### src/rtl/block_sched_pkg.sv
// Shared types and constants for the block lane scheduler.
// Contents: scheduler state enum, counter/level/lives widths, the lane
// X-position table and a helper that rotates the table by the current level.
package block_sched_pkg;

    typedef enum logic [2:0] {
        S_IDLE,
        S_SPAWN,
        S_RUN,
        S_LEVEL_DONE,
        S_GAME_OVER
    } sched_state_t;

    localparam int LEVEL_W = 4;
    localparam int LIVES_W = 2;
    localparam int CNT_W   = 16;
    localparam int X_W     = 10;

    localparam logic [LEVEL_W-1:0] LEVEL_MAX = 4'd15;

    // Entry 0 is the leftmost lane slot; the upper four are offset slots
    // used only when more than four lanes are instantiated.
    localparam logic [7:0][X_W-1:0] LANE_X = {
        10'd600, 10'd440, 10'd280, 10'd120,
        10'd560, 10'd400, 10'd240, 10'd80
    };

    // X centre of a lane: LANE_X[(lane + lvl) mod nb]. The modulo is done by
    // repeated subtraction; lane+lvl is at most 22, so 12 passes cover nb=2.
    function automatic logic [X_W-1:0] lane_x_at(input logic [4:0] lane,
                                                 input logic [LEVEL_W-1:0] lvl,
                                                 input logic [4:0] nb);
        logic [4:0] idx;
        idx = lane + 5'(lvl);
        for (int k = 0; k < 12; k++) begin
            if (idx >= nb) idx = idx - nb;
        end
        return LANE_X[idx[2:0]];
    endfunction

endpackage

### src/rtl/block_scheduler_frame_counter.sv
// frame_counter: loadable down-counter clocked once per frame.
// Ports:
//   clk      - frame clock
//   rst      - synchronous active-high clear (count to zero)
//   load     - load load_val this edge (has priority over en)
//   load_val - value to load
//   en       - decrement this edge; holds at zero
//   done     - count is zero
module frame_counter
    import block_sched_pkg::*;
#(
    parameter int WIDTH = CNT_W
) (
    input  logic             clk,
    input  logic             rst,
    input  logic             load,
    input  logic [WIDTH-1:0] load_val,
    input  logic             en,
    output logic             done
);

    logic [WIDTH-1:0] count_q;
    logic [WIDTH-1:0] count_d;

    always_comb begin
        count_d = count_q;
        if (load) begin
            count_d = load_val;
        end else if (en && (count_q != '0)) begin
            count_d = count_q - 1'b1;
        end
    end

    always_ff @(posedge clk) begin
        if (rst) begin
            count_q <= '0;
        end else begin
            count_q <= count_d;
        end
    end

    assign done = (count_q == '0);

endmodule

### src/rtl/block_scheduler.sv
// block_scheduler: releases falling-block lanes, tracks lives and levels,
// raises fall speed per level. All outputs registered on frame_clk.
// Ports:
//   frame_clk      - frame clock (one edge per video frame)
//   Reset, restart - synchronous active-high reset (identical effect)
//   start          - leave IDLE / GAME_OVER
//   Collision      - per-lane hit flags
//   end_level      - per-lane "block off screen" flags
//   block_ready    - per-lane release
//   block_restart  - one-frame restart pulse to every block
//   Block_Y_Step   - shared fall speed
//   Block_X_Center - lane i X at bits [10i+9:10i]
//   level, lives   - current level and remaining lives
//   playing        - high in SPAWN/RUN
//   game_over      - high in GAME_OVER
//
// state        | meaning
// -------------+------------------------------------------------
// S_IDLE       | after reset, waiting for start
// S_SPAWN      | releasing lanes one per SPAWN_GAP frames
// S_RUN        | all lanes released, waiting for level end
// S_LEVEL_DONE | inter-level pause, PAUSE_FRAMES frames
// S_GAME_OVER  | lives exhausted, waiting for start
module block_scheduler
    import block_sched_pkg::*;
#(
    parameter int NUM_BLOCKS   = 4,
    parameter int SPAWN_GAP    = 60,
    parameter int PAUSE_FRAMES = 120,
    parameter int START_LIVES  = 3,
    parameter int INIT_STEP    = 1,
    parameter int MAX_STEP     = 8
) (
    input  logic                      frame_clk,
    input  logic                      Reset,
    input  logic                      restart,
    input  logic                      start,
    input  logic [NUM_BLOCKS-1:0]     Collision,
    input  logic [NUM_BLOCKS-1:0]     end_level,
    output logic [NUM_BLOCKS-1:0]     block_ready,
    output logic                      block_restart,
    output logic [9:0]                Block_Y_Step,
    output logic [10*NUM_BLOCKS-1:0]  Block_X_Center,
    output logic [LEVEL_W-1:0]        level,
    output logic [LIVES_W-1:0]        lives,
    output logic                      playing,
    output logic                      game_over
);

    sched_state_t state_q, state_d;
    logic [NUM_BLOCKS-1:0]    ready_q, ready_d;
    logic                     restart_q, restart_d;
    logic [9:0]               step_q, step_d;
    logic [LEVEL_W-1:0]       level_q, level_d;
    logic [LIVES_W-1:0]       lives_q, lives_d;
    logic [3:0]               spawn_idx_q, spawn_idx_d;
    logic                     coll_prev_q;
    logic [10*NUM_BLOCKS-1:0] x_q, x_d;
    logic                     playing_q, game_over_q;

    logic rst;
    logic coll_any, coll_event;
    logic gap_load, gap_en, gap_done;
    logic pause_load, pause_en, pause_done;
    logic [CNT_W-1:0] gap_val;

    assign rst        = Reset | restart;
    assign coll_any   = |Collision;
    assign coll_event = coll_any & ~coll_prev_q;

    frame_counter #(.WIDTH(CNT_W)) u_gap_cnt (
        .clk      (frame_clk),
        .rst      (rst),
        .load     (gap_load),
        .load_val (gap_val),
        .en       (gap_en),
        .done     (gap_done)
    );

    frame_counter #(.WIDTH(CNT_W)) u_pause_cnt (
        .clk      (frame_clk),
        .rst      (rst),
        .load     (pause_load),
        .load_val (CNT_W'(PAUSE_FRAMES - 1)),
        .en       (pause_en),
        .done     (pause_done)
    );

    always_comb begin
        state_d     = state_q;
        ready_d     = ready_q;
        restart_d   = 1'b0;
        step_d      = step_q;
        level_d     = level_q;
        lives_d     = lives_q;
        spawn_idx_d = spawn_idx_q;
        gap_load    = 1'b0;
        gap_val     = '0;
        gap_en      = 1'b0;
        pause_load  = 1'b0;
        pause_en    = 1'b0;

        case (state_q)
            S_IDLE, S_GAME_OVER: begin
                if (start) begin
                    lives_d     = LIVES_W'(START_LIVES);
                    level_d     = '0;
                    step_d      = 10'(INIT_STEP);
                    restart_d   = 1'b1;
                    ready_d     = '0;
                    spawn_idx_d = '0;
                    gap_load    = 1'b1;
                    state_d     = S_SPAWN;
                end
            end

            S_SPAWN, S_RUN: begin
                if (coll_event && (lives_q <= LIVES_W'(1))) begin
                    lives_d = '0;
                    ready_d = '0;
                    state_d = S_GAME_OVER;
                end else begin
                    if (coll_event) begin
                        lives_d = lives_q - 1'b1;
                    end
                    if (state_q == S_SPAWN) begin
                        if (gap_done) begin
                            for (int i = 0; i < NUM_BLOCKS; i++) begin
                                if (spawn_idx_q == 4'(i)) ready_d[i] = 1'b1;
                            end
                            spawn_idx_d = spawn_idx_q + 4'd1;
                            gap_load    = 1'b1;
                            gap_val     = CNT_W'(SPAWN_GAP - 1);
                            if (spawn_idx_d == 4'(NUM_BLOCKS)) begin
                                state_d = S_RUN;
                            end
                        end else begin
                            gap_en = 1'b1;
                        end
                    end else if (!coll_event && (&end_level)) begin
                        // A collision in the same frame defers level completion.
                        ready_d    = '0;
                        restart_d  = 1'b1;
                        level_d    = (level_q == LEVEL_MAX) ? level_q : level_q + 1'b1;
                        step_d     = (step_q < 10'(MAX_STEP)) ? step_q + 10'd1 : step_q;
                        pause_load = 1'b1;
                        state_d    = S_LEVEL_DONE;
                    end
                end
            end

            S_LEVEL_DONE: begin
                if (pause_done) begin
                    spawn_idx_d = '0;
                    gap_load    = 1'b1;
                    state_d     = S_SPAWN;
                end else begin
                    pause_en = 1'b1;
                end
            end

            default: state_d = S_IDLE;
        endcase
    end

    // Lane positions follow the level that will be registered this edge.
    always_comb begin
        x_d = '0;
        for (int i = 0; i < NUM_BLOCKS; i++) begin
            x_d[10*i +: 10] = lane_x_at(5'(i), level_d, 5'(NUM_BLOCKS));
        end
    end

    always_ff @(posedge frame_clk) begin
        if (rst) begin
            state_q     <= S_IDLE;
            ready_q     <= '0;
            restart_q   <= 1'b0;
            step_q      <= 10'(INIT_STEP);
            level_q     <= '0;
            lives_q     <= LIVES_W'(START_LIVES);
            spawn_idx_q <= '0;
            coll_prev_q <= 1'b0;
            playing_q   <= 1'b0;
            game_over_q <= 1'b0;
            for (int i = 0; i < NUM_BLOCKS; i++) begin
                x_q[10*i +: 10] <= lane_x_at(5'(i), '0, 5'(NUM_BLOCKS));
            end
        end else begin
            state_q     <= state_d;
            ready_q     <= ready_d;
            restart_q   <= restart_d;
            step_q      <= step_d;
            level_q     <= level_d;
            lives_q     <= lives_d;
            spawn_idx_q <= spawn_idx_d;
            coll_prev_q <= coll_any;
            playing_q   <= (state_d == S_SPAWN) || (state_d == S_RUN);
            game_over_q <= (state_d == S_GAME_OVER);
            x_q         <= x_d;
        end
    end

    assign block_ready    = ready_q;
    assign block_restart  = restart_q;
    assign Block_Y_Step   = step_q;
    assign Block_X_Center = x_q;
    assign level          = level_q;
    assign lives          = lives_q;
    assign playing        = playing_q;
    assign game_over      = game_over_q;

endmodule

### config.mk
export PLATFORM = sky130hd
export DESIGN_NAME = block_scheduler
export DESIGN_NICKNAME = d
export VERILOG_FILES = /design/src/rtl/block_sched_pkg.sv /design/src/rtl/block_scheduler_frame_counter.sv /design/src/rtl/block_scheduler.sv
export SDC_FILE = /design/constraint.sdc
export NUM_CORES = 1
export LEC_CHECK = 0
export CORE_ASPECT_RATIO = 0.6
export CORE_MARGIN = 4
export CORE_UTILIZATION = 54
export CTS_CLUSTER_DIAMETER = 100
export DETAILED_ROUTE_END_ITERATION = 16
export PLACE_DENSITY = 0.86
export SLEW_MARGIN = 10
export SYNTH_ARGS = -nofsm -noshare
export SYNTH_HDL_FRONTEND = slang
export SYNTH_HIERARCHICAL = 1
export SYNTH_SLANG_ARGS = --single-unit
### constraint.sdc
create_clock -name frame_clk -period 12.9 [get_ports frame_clk]
set_input_delay 1.29 -clock frame_clk [delete_from_list [all_inputs] [get_ports frame_clk]]
set_output_delay 1.29 -clock frame_clk [all_outputs]
set_load 0.005 [all_outputs]
# == Yosys cells after proc, flatten, opt, wreduce, memory -nomap -nowiden ==
# Memories as Yosys holds them, arrays and structs flattened. A register that Yosys moved wholly into a read port is not among the register bits.
# Index checks and enable logic that the tools add are counted.
# classes
addsub,57
magnitude_cmp,50
eq_ne,27
mux,112
n_bitwise,3
n_reduce_logical,28
# ops
op,count
>= comparator 5 x 3 -> 1 bit (second input constant),47
two-way mux 5 bit,44
subtractor 5 x 3 -> 5 bit (second input constant),43
two-way mux 4 bit,14
two-way mux 10 bit,5
two-way mux 3 bit,11
logical NOT 16 bit,2
two-way mux 16 bit,2
nonzero test 16 bit,2
subtractor 16 x 1 -> 16 bit (second input constant),2
two-way mux 6 bit,4
inequality test 4 bit (second input constant),6
one-hot mux 10 bit (2 select lines),1
AND reduction 5 bit,4
two-way mux 1 bit,19
inequality test 2 bit (second input constant),8
one-hot mux 4 bit (2 select lines),2
two-way mux 7 bit,2
one-hot mux 4 bit (3 select lines),1
AND reduction 6 bit,2
subtractor 3 bit (second input constant),4
adder 10 x 1 -> 10 bit (second input constant),1
adder 2 x 4 -> 5 bit (first input constant),2
less-than comparator 10 x 4 -> 1 bit (second input constant),1
33 further kinds,48
# word_totals
reg_bits,63
romBits,320
out_inout_bits,63
wordCells,297
memories,4
# memory_table
name,depth,word_bits,rd,rd_clocked_by_memory_dff,write_ports,line,source
(no name shown),8,10,1,1,0,block_sched_pkg.sv:38,return LANE_X[idx[2:0]];
(no name shown),8,10,1,1,0,block_sched_pkg.sv:38,
(no name shown),8,10,1,1,0,block_sched_pkg.sv:38,
(no name shown),8,10,1,1,0,block_sched_pkg.sv:38,

# == Longest topological paths before layout ==
# logic_depth
ltp_word,33
depth_mapped,71
ltp_nobuf,70

# == By module ==
# The synthesis kept the hierarchy.
# modules_own_cells
mod,n_inst,cells_each,area_per_inst_um2
block_scheduler,1,935,6859.1
frame_counter,2,114,944.7

# == Worst setup path before layout ==
# No wires, ideal clock.
# synth_timing
path_kind,input -> register
from,in Collision[1]
to,reg x_q[15] (netlist: Block_X_Center[15])
setup_ps,72
t_arrival_ps,13200
t_required_ps,12828
slack_ps,-372
cell_stages,66
cell_sequence,or4_4 -> a2111oi_4 -> mux2i_1 -> ha_1 -> nand2_1 -> xnor2_1 -> ha_1 -> nor2b_1 -> nand3_1 -> mux2i_1 -> nor2_1 -> nor2_1 -> xnor2_1 -> ha_1 -> nand2b_1 -> or4_1 -> nand4_1 -> and3_1 -> (+30 left out) -> o21ai_1 -> o31a_1 -> and2_1 -> ha_1 -> a21oi_1 -> a22o_1 -> o21ba_2 -> or2_1 -> inv_1 -> ha_1 -> and2_1 -> o311a_1 -> inv_1 -> ha_1 -> xor2_1 -> xnor2_1 -> o21ai_1 -> mux2i_1
# synth_between
elab_chain_len,33
elab_cells_between_ends,46
cone_classes,add/sub (13); order compare (12); mux (16); bitwise (1); reduce/logical (4)
# synth_lines
item,line,source
start: declaration,block_scheduler.sv:38,"input logic [NUM_BLOCKS-1:0] Collision,"
OR reduction 4 bit (*),block_scheduler.sv:68,assign coll_any = |Collision;
bitwise AND 1 bit (*),block_scheduler.sv:69,assign coll_event = coll_any & ~coll_prev_q;
logical NOT 1 bit,block_scheduler.sv:140,end else if (!coll_event && (&end_level)) begin
logical AND 1 bit,block_scheduler.sv:140,
two-way mux 4 bit,block_scheduler.sv:140,
two-way mux 4 bit,block_scheduler.sv:126,if (state_q == S_SPAWN) begin
two-way mux 4 bit (*),block_scheduler.sv:118,if (coll_event && (lives_q <= LIVES_W'(1))) begin
one-hot mux 4 bit (2 select lines) (*),block_scheduler.sv:103,case (state_q)
named net level_d[1],block_scheduler.sv:54,"logic [LEVEL_W-1:0] level_q, level_d;"
(+17 left out),-,
subtractor 5 x 3 -> 5 bit or >= comparator 5 x 3 -> 1 bit (tied branches),block_sched_pkg.sv:36,if (idx >= nb) idx = idx - nb;
two-way mux 5 bit (*),block_sched_pkg.sv:36,
subtractor 5 x 3 -> 5 bit or >= comparator 5 x 3 -> 1 bit (tied branches),block_sched_pkg.sv:36,
two-way mux 5 bit (*),block_sched_pkg.sv:36,
subtractor 5 x 3 -> 5 bit or >= comparator 5 x 3 -> 1 bit (tied branches),block_sched_pkg.sv:36,
two-way mux 5 bit (*),block_sched_pkg.sv:36,
>= comparator 5 x 3 -> 1 bit or subtractor 3 bit (tied branches),block_sched_pkg.sv:36,
two-way mux 3 bit (*),block_sched_pkg.sv:36,
end: declaration,block_scheduler.sv:58,"logic [10*NUM_BLOCKS-1:0] x_q, x_d;"
# Mark *: on every way through the listed nets, which the timed path passes. The rest lies on a longest branch.
# A chain may end at the register's enable or synchronous reset.

# == Final worst setup path ==
# Same ends and word-level chain as after synthesis.

==> flow_summary.yaml <==
floorplan:
  top_level_ports: 75
  dieArea_mm2: 0.0184
  coreArea_mm2: 0.0156
  initial_core_util_pct: 56.1
  die_y_um: 107
  fp.dieW_um: 172
  rows: 35
setup_path:
  cpPeakStageDelay_ns: 0.55
  cp_max_fo: 4
  start_kind: "input pin"
  worstSetupPathType: "in2reg"
  end_kind: "register"
  reg2reg_depth: 67
  required_ns: 13.17
  crit_top_cell: "buf_4"
  crit_slowest_cell: "or4_4"
  cp.arrival_ns: 13.31
routing:
  num_vias: 10189
  dr.pass1.iters: 7
  routed_wl_um: 30200
  via_per_inst: 6.32
  ant_nets: 0
  wire_per_inst_um: 18.8
  drc: 0
  drt_iter0_markers: 1483
global_route:
  grt_overflow: 0
  grt_pass1_wl_um: 44100
  antenna_found_initial: 0
  grt_pass1_vias: 9347
  grt_usage_pct: 28.7
  grt_start_max_net_pins: 50
clock_tree:
  cts_tree: "done"
  clockRootBuffer: "clkbuf_16"
  h-tree-depth: 3
  clkTransAtPathRegs_ns: 0.07
  cts_made_buffers: 9
  insertion_delay_ns: 0.35
  clk_path_buf_depth: 2
  clock-sinks: 81
  cts_hold_buf: 0
placed_design:
  dp_cells: 1550
  dpl_cell_area_mm2: 0.0105
  gp_congestion: 0.942
  detailed_place_hpwl_um: 19200
  portBuffers: 58
timing:
  rsz0062_at_grt: "yes"
  slew_headroom_pct: 50.9
  finalCritPeriodShare_pct: 101
  setup_ws_ns: -0.133
  fin_crit_ns: 13.03
  hold_ws_ns: 0.495
  tightest_slew_ns: 0.729
  maxSlewViolCount: 0
  finalSetupTns_ns: -0.216
  fin_skew_ns: 0.0104
  finalSetupViolCount: 4
  finalHoldViolations: 0
  fmax_mhz: 76.7
power:
  ir_drop_mv: 0.0707
  fin_total_pwr_uw: 723
  comb_power_share_pct: 25.6
  p_seq_share_pct: 36.2
  p_int_uw: 488
  power_density_mw_per_mm2: 61.4
  leakagePower_nw: 4.98
  p_sw_uw: 235
  clockPowerShare_pct: 38.3
  p_sw_share_pct: 32.5
synth:
  synth.area.mux_share_pct: 3.19
  synth_warnings: 6
  synth_area_mm2: 0.00875
  synth_edf_count: 0
  synth_compound_area_share_pct: 24.2
  ys_ff_latch: 81
  yosysSeqAreaShare_pct: 18.5
  synth-xor-area-share_pct: 4.91
  synth.distinct_cells: 99
  synth-simple-area-share_pct: 27.6
  syn_area_per_cell_um2: 7.52
  synthFlopType: "dfxtp_1"
  synth_adder_area_share_pct: 13.8
  synth_top_family_by_area: "simple AND/OR/NAND/NOR gates"
  syn_inst: 1163
  async_reset_ff_share_pct: 0
status:
  run_status: "complete, but fails checks"
  violations: "negative setup slack"
worst_hold_path:
  hold_path_class: "reg2reg"
  hold_depth: 2
flow_run:
  maxCapViolations: 0
final_layout:
  fillers: 1040
  final_area_mm2: 0.0118
  final_net_count: 1512
  final_cells: 1613
  drive_above_1_share_pct: 26.3
  area_delta_synth_final_pct: 34.4
==> routing by layer <==
layer / wire, um / up-vias / track usage [%] / part of all wire (%)
met1: 12300 / 4680 / 39.4 / 41
met2: 13700 / 694 / 46.4 / 45
met5: 0 / - / 0 / 0
met3: 2980 / 175 / 4.50 / 9.9
met4: 1290 / 0 / 9.09 / 4.2
li1: - / 4640 / - / -
==> critical path: cells and delay by family <==
kind                     cells  cell delay [ns]
AO/OA/AOI/OAI               20             3.84
AND/OR/NAND/NOR             18             3.47
adder cells (fa/ha/maj)     11             1.97
buffers and inverters       12             1.37
multiplexers                 3             0.85
XOR/XNOR                     4             0.54
==> cell type report <==
| cell class | instances | area (um2) | share of cell area (%) |
|---|---|---|---|
| antenna | 1 | 2.50 | 0.0213 |
| clock buffer | 10 | 239 | 2.03 |
| clock inverter | 6 | 72.6 | 0.617 |
| inverter | 86 | 323 | 2.74 |
| multi-input combinational | 982 | 7260 | 61.8 |
| sequential | 81 | 1620 | 13.8 |
| tap | 203 | 254 | 2.16 |
| timing repair buffer | 244 | 1980 | 16.9 |
==> through the flow <==
| stage | setup slack (ns) | utilization (%) |
|---|---|---|
| floorplan | 0.0255 | - |
| global placement | -0.412 | 67.6 |
| detailed placement | -0.901 | 67.6 |
| CTS | 0.00348 | 71.5 |
| global route | -0.666 | 75.4 |
| finish | -0.133 | 75.4 |
==> cell usage after synthesis (6+ instances only) <==
cell,number,share of area [%]
or2_2,8,0.57
a21o_1,13,1.1
a311oi_1,8,0.80
dfxtp_1,81,19
buf_4,22,1.9
clkbuf_1,25,1.1
xnor2_1,38,3.8
o21bai_1,8,0.69
and2_1,16,1.1
nand3b_1,9,0.77
or3_1,13,0.93
mux2_2,7,0.90
a21oi_1,70,4.0
nand4_1,12,0.86
nor2_1,123,5.3
a31oi_1,12,0.86
o31ai_1,9,0.77
o21ai_1,8,0.46
nand2_1,96,4.1
o211ai_1,13,1.1
or4_1,6,0.51
nor3b_1,13,1.1
xor2_1,11,1.1
nand2b_1,15,1.1
o21ai_0,53,3.0
ha_1,96,14
nand3_1,29,1.7
and3_1,18,1.3
nor3_1,32,1.8
or3_2,6,0.51
nor4_1,13,0.93
mux2i_1,17,1.9
inv_1,79,3.4
a211oi_1,27,2.3
nor2b_1,11,0.79
==> path summary, 6_finish.rpt <==
kind | start | to | slack [ns]
worst min register to register | block_ready[3]$_SDFFE_PP0P_ | block_ready[3]$_SDFFE_PP0P_ | 0.50
worst max register to register | state_q[1]$_SDFF_PP0_ | Block_X_Center[15]$_SDFF_PP1_ | 0.36
worst min-delay path | block_ready[3]$_SDFFE_PP0P_ | block_ready[3]$_SDFFE_PP0P_ | 0.50
worst max-delay path | Collision[1] | Block_X_Center[15]$_SDFF_PP1_ | -0.13
==> placed cells by master, fill, tap and decap left out, drive strengths merged, types with 38 or more instances in the layout <==
cell type,instances
xnor2,38
clkdlybuf4s50,49
ha,96
nand2,96
nor2,123
conb,45
buf,187
dfxtp,81
inv,87
a21oi,71
o21ai,66
==> power by group through the flow <==
| stage | Combinational, mW | Sequential [mW] | Clock [mW] |
|---|---|---|---|
| 3_3_place_gp | 0.148 | 0.266 | 0 |
| 5_1_grt | 0.204 | 0.262 | 0.288 |
| 2_1_floorplan | 0.135 | 0.265 | 0 |
| 4_1_cts | 0.151 | 0.261 | 0.275 |
| 6_report | 0.185 | 0.261 | 0.276 |
| 3_5_place_dp | 0.150 | 0.267 | 0 |
==> logic make-up (layout without fill, tap and decap cells) <==
family                     after synthesis  after routing
xor gates and xnor gates                49             49
muxes                                   26             26
and+or+nand+nor                        458            458
AOI/OAI and AO/OA                      307            307
DFF                                     81             81
adders and majority gates               97             97
other                                    2             46
buffers and inverters                  143            346
==> timing repair <==
item | CTS | global route
gates resized for setup | 42 | 97
endpoints found under the setup margin | 5 | 7
pin swaps | 30 | 51
buffers inserted | 17 | 29
==> sequential cells by signal, summed over array words and instances (netlist names) <==
name,count
lives,2
block_restart,1
Block_Y_Step,10
game_over,1
Block_X_Center,18
u_gap_cnt/count_q,16
spawn_idx_q,4
block_ready,4
u_pause_cnt/count_q,16
level,4
playing,1
state_q,3
coll_prev_q,1
Power figures use the tool's default switching activity.
